File: src/rtl/reg_file_mp.sv
// rtl/reg_file_mp.sv - multi-port register file with pending scoreboard, optional write bypass and post-reset clear engine
module reg_file_mp #(
    parameter int XLEN = 32,
    parameter int NREGS = 32,
    parameter bit BYPASS = 1'b1,
    localparam int AW = $clog2(NREGS)
) (
    input  logic            clk,
    input  logic            reset,
    input  logic [AW-1:0]   rs1_addr,
    input  logic [AW-1:0]   rs2_addr,
    output logic [XLEN-1:0] rs1_data,
    output logic [XLEN-1:0] rs2_data,
    output logic            rs1_busy,
    output logic            rs2_busy,
    input  logic            wr_en,
    input  logic [AW-1:0]   wr_addr,
    input  logic [XLEN-1:0] wr_data,
    input  logic            issue_en,
    input  logic [AW-1:0]   issue_rd,
    output logic            ready
);

    typedef enum logic {
        CLEAR = 1'b0,
        RUN   = 1'b1
    } state_t;

    state_t            state;
    logic [AW-1:0]     clr_idx;
    logic [XLEN-1:0]   regs [NREGS];
    logic [NREGS-1:0]  pending;
    logic              ready_q;

    // The array itself is not reset; the clear engine walks it once reset drops.
    always_ff @(posedge clk) begin
        if (reset) begin
            state   <= CLEAR;
            clr_idx <= '0;
            pending <= '0;
            ready_q <= 1'b0;
        end else if (state == CLEAR) begin
            regs[clr_idx] <= '0;
            clr_idx       <= clr_idx + AW'(1);
            if (clr_idx == AW'(NREGS - 1)) begin
                state   <= RUN;
                ready_q <= 1'b1;
            end
        end else begin
            if (wr_en && (wr_addr != '0)) begin
                regs[wr_addr]    <= wr_data;
                pending[wr_addr] <= 1'b0;
            end
            // Issued after the writeback clear so a new producer wins on collision.
            if (issue_en && (issue_rd != '0)) begin
                pending[issue_rd] <= 1'b1;
            end
        end
    end

    assign ready = ready_q;

    // Returns {busy, data} for one read port.
    function automatic logic [XLEN:0] read_port(input logic [AW-1:0] addr);
        logic [XLEN:0] res;
        res = '0;
        if (ready_q && (addr != '0)) begin
            if (BYPASS && wr_en && (wr_addr == addr)) begin
                res = {1'b0, wr_data};
            end else begin
                res = {pending[addr], regs[addr]};
            end
        end
        return res;
    endfunction

    always_comb begin
        {rs1_busy, rs1_data} = read_port(rs1_addr);
        {rs2_busy, rs2_data} = read_port(rs2_addr);
    end

endmodule

File: config.mk
export PLATFORM = sky130hd
export DESIGN_NAME = reg_file_mp
export DESIGN_NICKNAME = d
export VERILOG_FILES = /design/src/rtl/reg_file_mp.sv
export SDC_FILE = /design/constraint.sdc
export NUM_CORES = 1
export LEC_CHECK = 0
export CAP_MARGIN = 20
export CORE_ASPECT_RATIO = 1.75
export CORE_MARGIN = 5
export CORE_UTILIZATION = 24
export DETAILED_ROUTE_END_ITERATION = 6
export SLEW_MARGIN = 10
export SYNTH_ARGS = -nofsm -noshare
export SYNTH_HDL_FRONTEND = slang
export SYNTH_SLANG_ARGS = --single-unit
File: constraint.sdc
create_clock -name clk -period 4.94 [get_ports clk]
set_input_delay 0.494 -clock clk [delete_from_list [all_inputs] [get_ports clk]]
set_output_delay 0.494 -clock clk [all_outputs]
set_load 0.02 [all_outputs]
==> run metrics <==
status completed; first-pass GRT wire length between 200 and 250 mm; post-synthesis cell type count 56; P_sw around 4.2 mW; list of most frequent post-synthesis cells edfxtp_1, mux4_2, mux2i_1, a221oi_1, a21oi_1; critical path endpoint category output port; area grow syn2layout 17.1%; vias post-DR 31,100; r2r setup slk roughly 1300 ps; critical path type input pin to output port; die area 0.221 mm^2; drc violations 0; Synth Cell Area 0.0508 mm^2; synth top area cells edfxtp_1, mux4_2, mux2i_1; largest net degree at the start of global routing 95; setup repair after global routing missed its margin no; DRT antenna net count 0; Final GP Congestion 0.799; Synthesis Warnings 0; number of optimization iterations in the first detailed-route pass 6; Mapped Nets 3,032; Synth top area share 60.5%; Min Clock Period, post-route about 4500 ps; Fmax 0.223 GHz; Most used DFF post-synth edfxtp_1; crit path to rs2_data[21]; maximum clock path buffer count 3; vias in the first global route between 30,000 and 40,000; CTS tree yes; CP Cell Sequence clkdlybuf4s50_1 -> clkinv_2 -> nor2_4 -> a22oi_1 -> a21oi_1 -> a211o_1 -> clkdlybuf4s50_1; number of flops mapped to enable cells by yosys a little over 1,000; fin area just under 0.06 mm^2; layout cells sized above 1 around a quarter; most numerous cell in the Yosys netlist edfxtp_1; post-DP HPWL 103 mm; Overflow after GRT 0; TNS Setup 0 ps; Yosys reg bits 1,063; post-place instance area 0.0565 mm^2; Pint 14.4 mW; Crit path buffers/inverters 3; Worst Path Max Fanout 14; Setup Skew 30.8 ps; HP Start pending[4]; async set or reset register ratio after synthesis 0%; Tot Pwr 18.6 mW; Placeable Area 0.211 mm^2; Worst-Margin Slew 1120 ps; Total GRT Usage 14.9%; Net Sw Frac 22.5%; register area share after synthesis 62.0%; clk_lat worst skew roughly 690 ps; post-CTS setup buffers 0; Slew headroom between 20% and 30%; DR iter-0 viols 2,651; final setup fails 0; Layout Cells excl Fill ~6,000; maximum VDD drop 0.000264 V; clock-pin slew on the worst setup and hold paths 60 ps; Routed Wire Length 170 mm; required time of the critical path 4450 ps; r2r endpoint regs[1][5]; Starting Density 24.1%; final hold violation count 0; Max Slew Vio Count 0; Seq pwr share between 50% and 60%; initial antenna violation count 9; clock buffer count from CTS 90; number of fill cells 21,100; synthesized instance count 2,974; DR vias/cell ~5.2; crit start category input pin; critical path depth 7; family with the most delay on the worst path buffers and inverters; worst reg2reg startpoint state; Layout Nets 3,155; clock share of power just under 40%; power share of the combinational group 7.6%; Worst Setup SP rs2_addr[2]; max_cap viols 0; Routed wire per std cell 28.5 um; clock sink total 1,063; H-tree levels 3; # rows 223; Worst R2R Path Depth 5; Post-CTS Hold Fix Bufs 0; Syn Area/Cell approximately 17 um^2; Final Cycle Share ~91%; Crit path top cell by count clkdlybuf4s50_1; IO Count about 120; Pwr Density 312 mW/mm^2; Slowest cell on crit path clkdlybuf4s50_1; worst hold path class flop to flop; Critical Path Max Stage Delay 920 ps; root buf cell clkbuf_16; Synth area leader edfxtp_1; cell total after placement 5,814; CTS resizes 0; Pleak between 15 and 20 nW; area used by multi-input combinational logic between 0.015 and 0.02 mm^2; Sequential Area approximately 0.032 mm^2; die width approximately 360 um; PortBufs 122; CP arrival 4000 ps; Die Y 619 um
registers in the layout (all words and copies together), names as in the netlist:
| name | cells |
|---|---|
| ready | 1 |
| pending | 32 |
| clr_idx | 5 |
| state | 1 |
| regs | 1024 |
per-stage QoR:
step	setup WS [ps]	util (%)	hold slack, ps
2_1_floorplan	1370	-	455
3_3_place_gp	436	26.8	474
3_5_place_dp	447	26.8	480
4_1_cts	444	28.2	489
5_1_grt	408	28.2	517
6_report	450	28.2	491
cells in the final DEF (no fill, tap or decap), types with 16 or more instances in the layout:
cell type	count
edfxtp_1	1024
mux4_2	373
mux2i_1	365
a221oi_1	128
a21oi_1	123
buf_4	117
nand2_1	114
a22oi_1	94
clkbuf_16	92
clkdlybuf4s50_1	91
o21ai_0	90
buf_12	53
dfxtp_1	39
nor2_4	38
nor2_1	37
and2_1	34
nand3_1	34
o211ai_1	34
mux2_2	33
o211a_1	31
a221o_1	30
a211o_1	30
clkinv_1	19
clkinv_2	16
cell type report:
class,instances,share of cell area [%]
Inverter,7,0.0484
Timing Repair Buffer,272,5.06
Multi-Input combinational cell,1663,31.0
Clock inverter,54,0.990
Tap cell,2812,5.91
Sequential cell,1063,53.0
Antenna cell,4,0.0168
Clock buffer,104,3.96
per-layer routing:
layer  wire [um]  global-route usage [%]  up-vias  share of wire [%]
li1            -                       -    12800                  -
met1       61900                    16.7    16600                 36
met2       90100                    27.6     1305                 53
met3        8990                    1.93      408                5.3
met4        9090                    7.22        8                5.3
met5          63                       0        -              0.037
worst min path at each step:
stage	depth (start not counted)	end	slack, ps
2_1_floorplan	2	pending[20]	460
3_3_place_gp	1	pending[0]	470
3_5_place_dp	1	pending[0]	480
4_1_cts	2	pending[4]	490
5_1_grt	1	pending[0]	520
6_report	2	pending[4]	490
power groups by stage:
stage	clock, mW	combinational (mW)	sequential [mW]
6_report	7.35	1.40	9.82
3_3_place_gp	0	1.41	10.0
4_1_cts	7.47	1.41	9.81
5_1_grt	7.80	1.47	9.81
2_1_floorplan	0	0.896	10.0
3_5_place_dp	0	1.41	10.0
kinds of logic (layout without fill, tap and decap cells):
| logic type | Yosys count | after routing | synth area share, % |
|---|---|---|---|
| AOI/OAI and AO/OA | 580 | 580 | 8.24 |
| xor gates and xnor gates | 13 | 13 | 0.224 |
| adders and majority gates | 2 | 2 | 0.0492 |
| buffers and inverters | 248 | 437 | 2.33 |
| DFF | 1063 | 1063 | 62.0 |
| muxes | 771 | 771 | 24.4 |
| other | 0 | 4 | 0 |
| and+or+nand+nor | 297 | 297 | 2.67 |
worst register-to-register path: cells and delay by family, from the launching register on:
family	cells	cell delay (ps)
AND/OR/NAND/NOR	2	1170
flip-flops	1	600
AO/OA/AOI/OAI	1	600
buffers and inverters	2	930
No activity file was read; power rests on OpenSTA's default activity.
